File: src/rtl/aes_pkg.sv
// aes_pkg: shared AES state geometry and ShiftRows rotation tables.
//   STATE_W / BYTE_W / NUM_BYTES : state is 16 bytes of 8 bits
//   byte_idx(row, col)           : column-major byte index, byte 0 in MSBs
//   FWD_SHIFT / INV_SHIFT        : left-rotation amount per row
package aes_pkg;

  localparam int STATE_W   = 128;
  localparam int BYTE_W    = 8;
  localparam int NUM_BYTES = STATE_W / BYTE_W;
  localparam int NUM_ROWS  = 4;

  typedef logic [BYTE_W-1:0]  byte_t;
  typedef logic [STATE_W-1:0] state_t;

  // Element [r] is the left-rotation for row r. Inverse rotates right by r,
  // which is the same as rotating left by (4 - r) mod 4.
  localparam logic [NUM_ROWS-1:0][1:0] FWD_SHIFT = '{2'd3, 2'd2, 2'd1, 2'd0};
  localparam logic [NUM_ROWS-1:0][1:0] INV_SHIFT = '{2'd1, 2'd2, 2'd3, 2'd0};

  function automatic int byte_idx(input int row, input int col);
    return 4 * col + row;
  endfunction

endpackage

File: src/rtl/shift_rows_perm.sv
// shift_rows_perm: pure combinational AES ShiftRows / InvShiftRows byte
// permutation. No clock.
//   inv       : 0 = forward (rotate row r left by r), 1 = inverse
//   state_in  : 128-bit state, byte k at [127-8k -: 8]
//   state_out : permuted state, same byte ordering
module shift_rows_perm
  import aes_pkg::*;
(
  input  logic               inv,
  input  logic [STATE_W-1:0] state_in,
  output logic [STATE_W-1:0] state_out
);

  // Each output byte is a fixed wire pick from one of two source bytes;
  // the source indices are resolved at elaboration time.
  for (genvar k = 0; k < NUM_BYTES; k++) begin : g_byte
    localparam int R  = k % NUM_ROWS;
    localparam int C  = k / NUM_ROWS;
    localparam int FS = byte_idx(R, (C + int'(FWD_SHIFT[R])) % NUM_ROWS);
    localparam int IS = byte_idx(R, (C + int'(INV_SHIFT[R])) % NUM_ROWS);

    assign state_out[STATE_W-1-BYTE_W*k -: BYTE_W] =
      inv ? state_in[STATE_W-1-BYTE_W*IS -: BYTE_W]
          : state_in[STATE_W-1-BYTE_W*FS -: BYTE_W];
  end

endmodule

File: src/rtl/shift_rows.sv
// shift_rows: AES ShiftRows / InvShiftRows stage with valid flag.
//   clk, rst  : rising-edge clock, synchronous active-high reset
//   in_valid  : qualifies inv/state_in this cycle
//   inv       : 0 = ShiftRows, 1 = InvShiftRows
//   state_in  : 128-bit AES state
//   out_valid : state_out carries a freshly transformed state
//   state_out : permuted state
// REG_OUT=1 gives a 1-cycle registered stage; REG_OUT=0 is combinational.
module shift_rows
  import aes_pkg::*;
#(
  parameter int REG_OUT = 1
) (
  input  logic               clk,
  input  logic               rst,
  input  logic               in_valid,
  input  logic               inv,
  input  logic [STATE_W-1:0] state_in,
  output logic               out_valid,
  output logic [STATE_W-1:0] state_out
);

  logic [STATE_W-1:0] perm;

  shift_rows_perm u_perm (
    .inv       (inv),
    .state_in  (state_in),
    .state_out (perm)
  );

  if (REG_OUT != 0) begin : g_reg
    logic [STATE_W-1:0] state_q;
    logic               vld_q;

    // The state register only loads on in_valid, so garbage on state_in
    // during idle cycles never reaches the output.
    always_ff @(posedge clk) begin
      if (rst) begin
        state_q <= '0;
        vld_q   <= 1'b0;
      end else if (in_valid) begin
        state_q <= perm;
        vld_q   <= 1'b1;
      end else begin
        vld_q   <= 1'b0;
      end
    end

    assign state_out = state_q;
    assign out_valid = vld_q;
  end else begin : g_comb
    logic unused_clk;
    assign unused_clk = clk;
    assign state_out  = perm;
    assign out_valid  = in_valid & ~rst;
  end

endmodule

File: config.mk
export PLATFORM = sky130hd
export DESIGN_NAME = shift_rows
export DESIGN_NICKNAME = d
export VERILOG_FILES = /design/src/rtl/aes_pkg.sv /design/src/rtl/shift_rows_perm.sv /design/src/rtl/shift_rows.sv
export SDC_FILE = /design/constraint.sdc
export NUM_CORES = 1
export LEC_CHECK = 0
export ABC_AREA = 1
export BUFFER_PORTS_ARGS = -buffer_cell sky130_fd_sc_hd__buf_2
export CAP_MARGIN = 10
export CELL_PAD_IN_SITES_DETAIL_PLACEMENT = 1
export CELL_PAD_IN_SITES_GLOBAL_PLACEMENT = 1
export CORE_AREA = 5 5 172 108
export DETAILED_ROUTE_END_ITERATION = 6
export DIE_AREA = 0 0 177 113
export PLACE_DENSITY_LB_ADDON = 0.1
export REMOVE_ABC_BUFFERS = 1
export SLEW_MARGIN = 20
export SYNTH_ARGS = -nofsm -noshare
export SYNTH_HDL_FRONTEND = slang
export SYNTH_SLANG_ARGS = --single-unit
File: constraint.sdc
create_clock -name clk -period 1.5 [get_ports clk]
set_clock_uncertainty 0.1 [all_clocks]
set_input_delay 0.225 -clock clk [delete_from_list [all_inputs] [get_ports clk]]
set_output_delay 0.225 -clock clk [all_outputs]
set_load 0.02 [all_outputs]
==> tab_implementation.tex <==
\begin{tabular}{lr}
\hline
Metric & Value \\
\hline
\multicolumn{2}{l}{\textbf{Placement}} \\
Count of buffers from port buffering & 260 \\
Placed Area & 7130 µm² \\
Final weighted congestion of routability-driven global placement & about 0.75 \\
HPWL after DPL & 13.3 mm \\
\multicolumn{2}{l}{\textbf{CTS}} \\
Root Driver & sky130\_fd\_sc\_hd\_\_clkbuf\_16 \\
Sink Count & 129 \\
Clock input transition at the sequential cells of the worst setup and hold paths & 0.06 ns \\
Maximum number of buffers from clock root to sink & 2 \\
Num CTS Buffers & 17 \\
TritonCTS clock tree & built \\
Number of levels the H-tree was split into & 4 \\
Skew-Pair Late Insertion Delay & 0.41 ns \\
\multicolumn{2}{l}{\textbf{Timing}} \\
Worst slew margin relative to its limit & 80.0\% \\
Final critical delay including setup and external delays & $\sim$1.3 ns \\
Slew Limit Fails & 0 \\
Count of endpoints failing hold in the final timing report & 0 \\
Sum of negative setup slack & 0 ns \\
Maximum clock rate & 763 MHz \\
RSZ-0062 raised after global routing & no \\
Worst Max-Slew Pin Slew & 0.301 ns \\
Number of setup violations in the final report & 0 \\
Final clock period utilization by the worst path & 87.3\% \\
\multicolumn{2}{l}{\textbf{Power and ir drop}} \\
Worst vdd ir & 584 µV \\
Clock Power Share & a little under half \\
Switching power share of the total & 27.7\% \\
Power Dens Cells & 1200 nW/µm² \\
Sequential power share & 37.4\% \\
Internal & 7.33 mW \\
Leakage power figure & 4.43 nW \\
Switching power & around 2.8 mW \\
Combinational share of power & between 10\% and 20\% \\
\multicolumn{2}{l}{\textbf{Synth}} \\
FFs w/ async S/R, synth & 0\% \\
Cells taking the most area after synthesis & sky130\_fd\_sc\_hd\_\_dfxtp\_1 (46\%), sky130\_fd\_sc\_hd\_\_nor2\_1 (18\%), sky130\_fd\_sc\_hd\_\_o21ai\_0 (11\%) \\
Most common cell in the netlist & sky130\_fd\_sc\_hd\_\_nor2\_1 \\
Count of cell types in the netlist & 13 \\
Cell count after synthesis & around 830 \\
Post-synth EDFFs & 0 \\
Area leader, netlist & sky130\_fd\_sc\_hd\_\_dfxtp\_1 \\
Post-synth design cell area & 5590 µm² \\
Yosys warning count & 0 \\
Synth Register Bits & 129 \\
Most used DFF post-synth & sky130\_fd\_sc\_hd\_\_dfxtp\_1 \\
Post-synth top cells & sky130\_fd\_sc\_hd\_\_nor2\_1 (272), sky130\_fd\_sc\_hd\_\_dfxtp\_1 (129), sky130\_fd\_sc\_hd\_\_nand2\_1 (128) \\
Sequential share of the synthesized area & 46.2\% \\
Fraction of post-synthesis cell area in the top cell type by area & 46.2\% \\
Mean instance size in the synthesized netlist & 6.75 µm² \\
\multicolumn{2}{l}{\textbf{Layout}} \\
Layout net count & 1264 \\
Final non-filler cell area & around 8400 µm² \\
Ratio of cells with drive above 1 in the final layout & a little under a third \\
Layout Utilization & 50.3\% \\
Relative area change from synthesis to final layout & 50.8\% \\
\multicolumn{2}{l}{\textbf{Worst setup path}} \\
Worst setup EP type & flop \\
Launch point of the worst reg-to-reg path & state\_out[122] \\
Critical path arrival & between 1.5 and 2 ns \\
Critical Path RT & 1.74 ns \\
Crit start category & input port \\
Critical path peak fanout & 46 \\
Worst Setup Path Type & in2reg \\
CP Launch Point & rst \\
\multicolumn{2}{l}{\textbf{Worst hold path}} \\
Worst min-delay path category & in2reg \\
Launch instance of the worst min-delay path & state\_in[100] \\
\multicolumn{2}{l}{\textbf{Routing}} \\
Total via count after detailed routing & $\sim$6000 \\
Router iterations before antenna repair & 4 \\
Post-detailed-route wirelength per cell & $\sim$14 µm \\
First-iteration detailed-routing DRC count & around 310 \\
Count of unresolved DRC violations after routing & 0 \\
Via-per-instance ratio & between 4 and 5 \\
Post-route ant nets & 0 \\
Drt total wl & approximately 20 mm \\
\multicolumn{2}{l}{\textbf{Global routing}} \\
Remaining global-route overflow & 0 \\
Pin count of the biggest net entering global routing & 64 \\
First-pass GRT wire length & 31.6 mm \\
Vias in the first global route & slightly above 6000 \\
Initial antenna violation count & 3 \\
Total routing usage reported by global routing & between 10\% and 20\% \\
\multicolumn{2}{l}{\textbf{Die}} \\
Chip Width & 177 µm \\
Initial cell density of the core & 33.4\% \\
Core box area & 16800 µm² \\
Height of the die & approximately 110 µm \\
Area of the die & between 20000 and 25000 µm² \\
Number of top-level design ports & 261 \\
Number of rows created at floorplan & 37 \\
\multicolumn{2}{l}{\textbf{Flow run}} \\
Max-cap violations & 0 \\
\multicolumn{2}{l}{\textbf{Run status}} \\
Result of the run & finished clean \\
\hline
\end{tabular}
==> per-stage QoR <==
step,hold WS [ns],instances,total power [mW],setup slack (ns)
finish,0.0240,1379,10.1,0.190
floorplan,0.197,772,4.63,0.108
detailed placement,0.334,1282,5.43,0.231
CTS,0.00555,1377,10.3,0.182
global placement,0.333,1282,5.41,0.261
global route,0.0429,1379,10.6,0.122
==> flip-flops by register name (all words and copies together), names as in the netlist <==
register and count:
state_out 128, out_valid 1
==> what timing repair did <==
action / CTS / global route
resized for setup: 0 / 0
buffers inserted: 0 / 0
setup endpoints to repair: 0 / 0
hold buffers: 64 / 1
endpoints found under the hold margin: 64 / 1
==> layout make-up <==
class                   count  area, µm²
diodes                      1       2.50
clock buffers              17        425
clock inverters            14        228
fillers                  2219       8330
inverters                  66        250
multi-input cells         577       2450
flip-flops and latches    129       2580
well taps                 234        293
repair buffers            341       2200
==> worst max-delay path, stage by stage <==
cell                            delay [ns]
sky130_fd_sc_hd__dlygate4sd3_1        0.54
sky130_fd_sc_hd__buf_2                0.14
sky130_fd_sc_hd__inv_2                0.13
sky130_fd_sc_hd__buf_12               0.23
sky130_fd_sc_hd__o21ai_0              0.15
sky130_fd_sc_hd__nor2_1               0.12
==> power by group through the flow <==
stage	Clock [mW]	Combinational, mW	Sequential, mW
global route	4.92	1.88	3.82
CTS	4.75	1.71	3.79
detailed placement	0	1.57	3.86
floorplan	0	0.480	4.15
finish	4.63	1.71	3.79
global placement	0	1.55	3.85
==> cell families (layout without fill, tap and decap cells) <==
family	Yosys count	after routing	share of synthesized area (%)
flops	129	129	46.2
buf+inv	122	438	10.0
compound gates	128	128	11.5
other cells	0	1	0
simple gates	449	449	32.3
==> path summary, 6_finish.rpt <==
check / endpoint / slack [ns] / cells past startpoint
min reg2reg: state_out[77] / 0.39 / 2
max: state_out[122] / 0.19 / 6
min: state_out[4] / 0.02 / 5
max reg2reg: state_out[122] / 0.68 / 2
==> per-layer routing <==
| metal | share of wire, % | vias to the layer above | wire length [µm] | track usage, % |
|---|---|---|---|---|
| met2 | 46 | 154 | 9200 | 32.1 |
| met5 | 0.070 | - | 14 | 0 |
| met4 | 1.5 | 4 | 290 | 5.31 |
| met1 | 45 | 2725 | 9000 | 24.7 |
| li1 | - | 3127 | - | - |
| met3 | 7.1 | 25 | 1410 | 6.21 |
==> placed cells by master (no fill, tap or decap), drive strengths merged <==
master       Yosys  routed
clkbuf          31      17
dfxtp          129     129
clkinv           0       4
dlygate4sd3      0      65
inv             66      70
clkinvlp         0       1
buf             25     276
nand2          128     128
o21ai          128     128
nor2           321     321
diode            0       1
bufinv           0       5
Note: power is estimated with default switching activity, not from simulation.
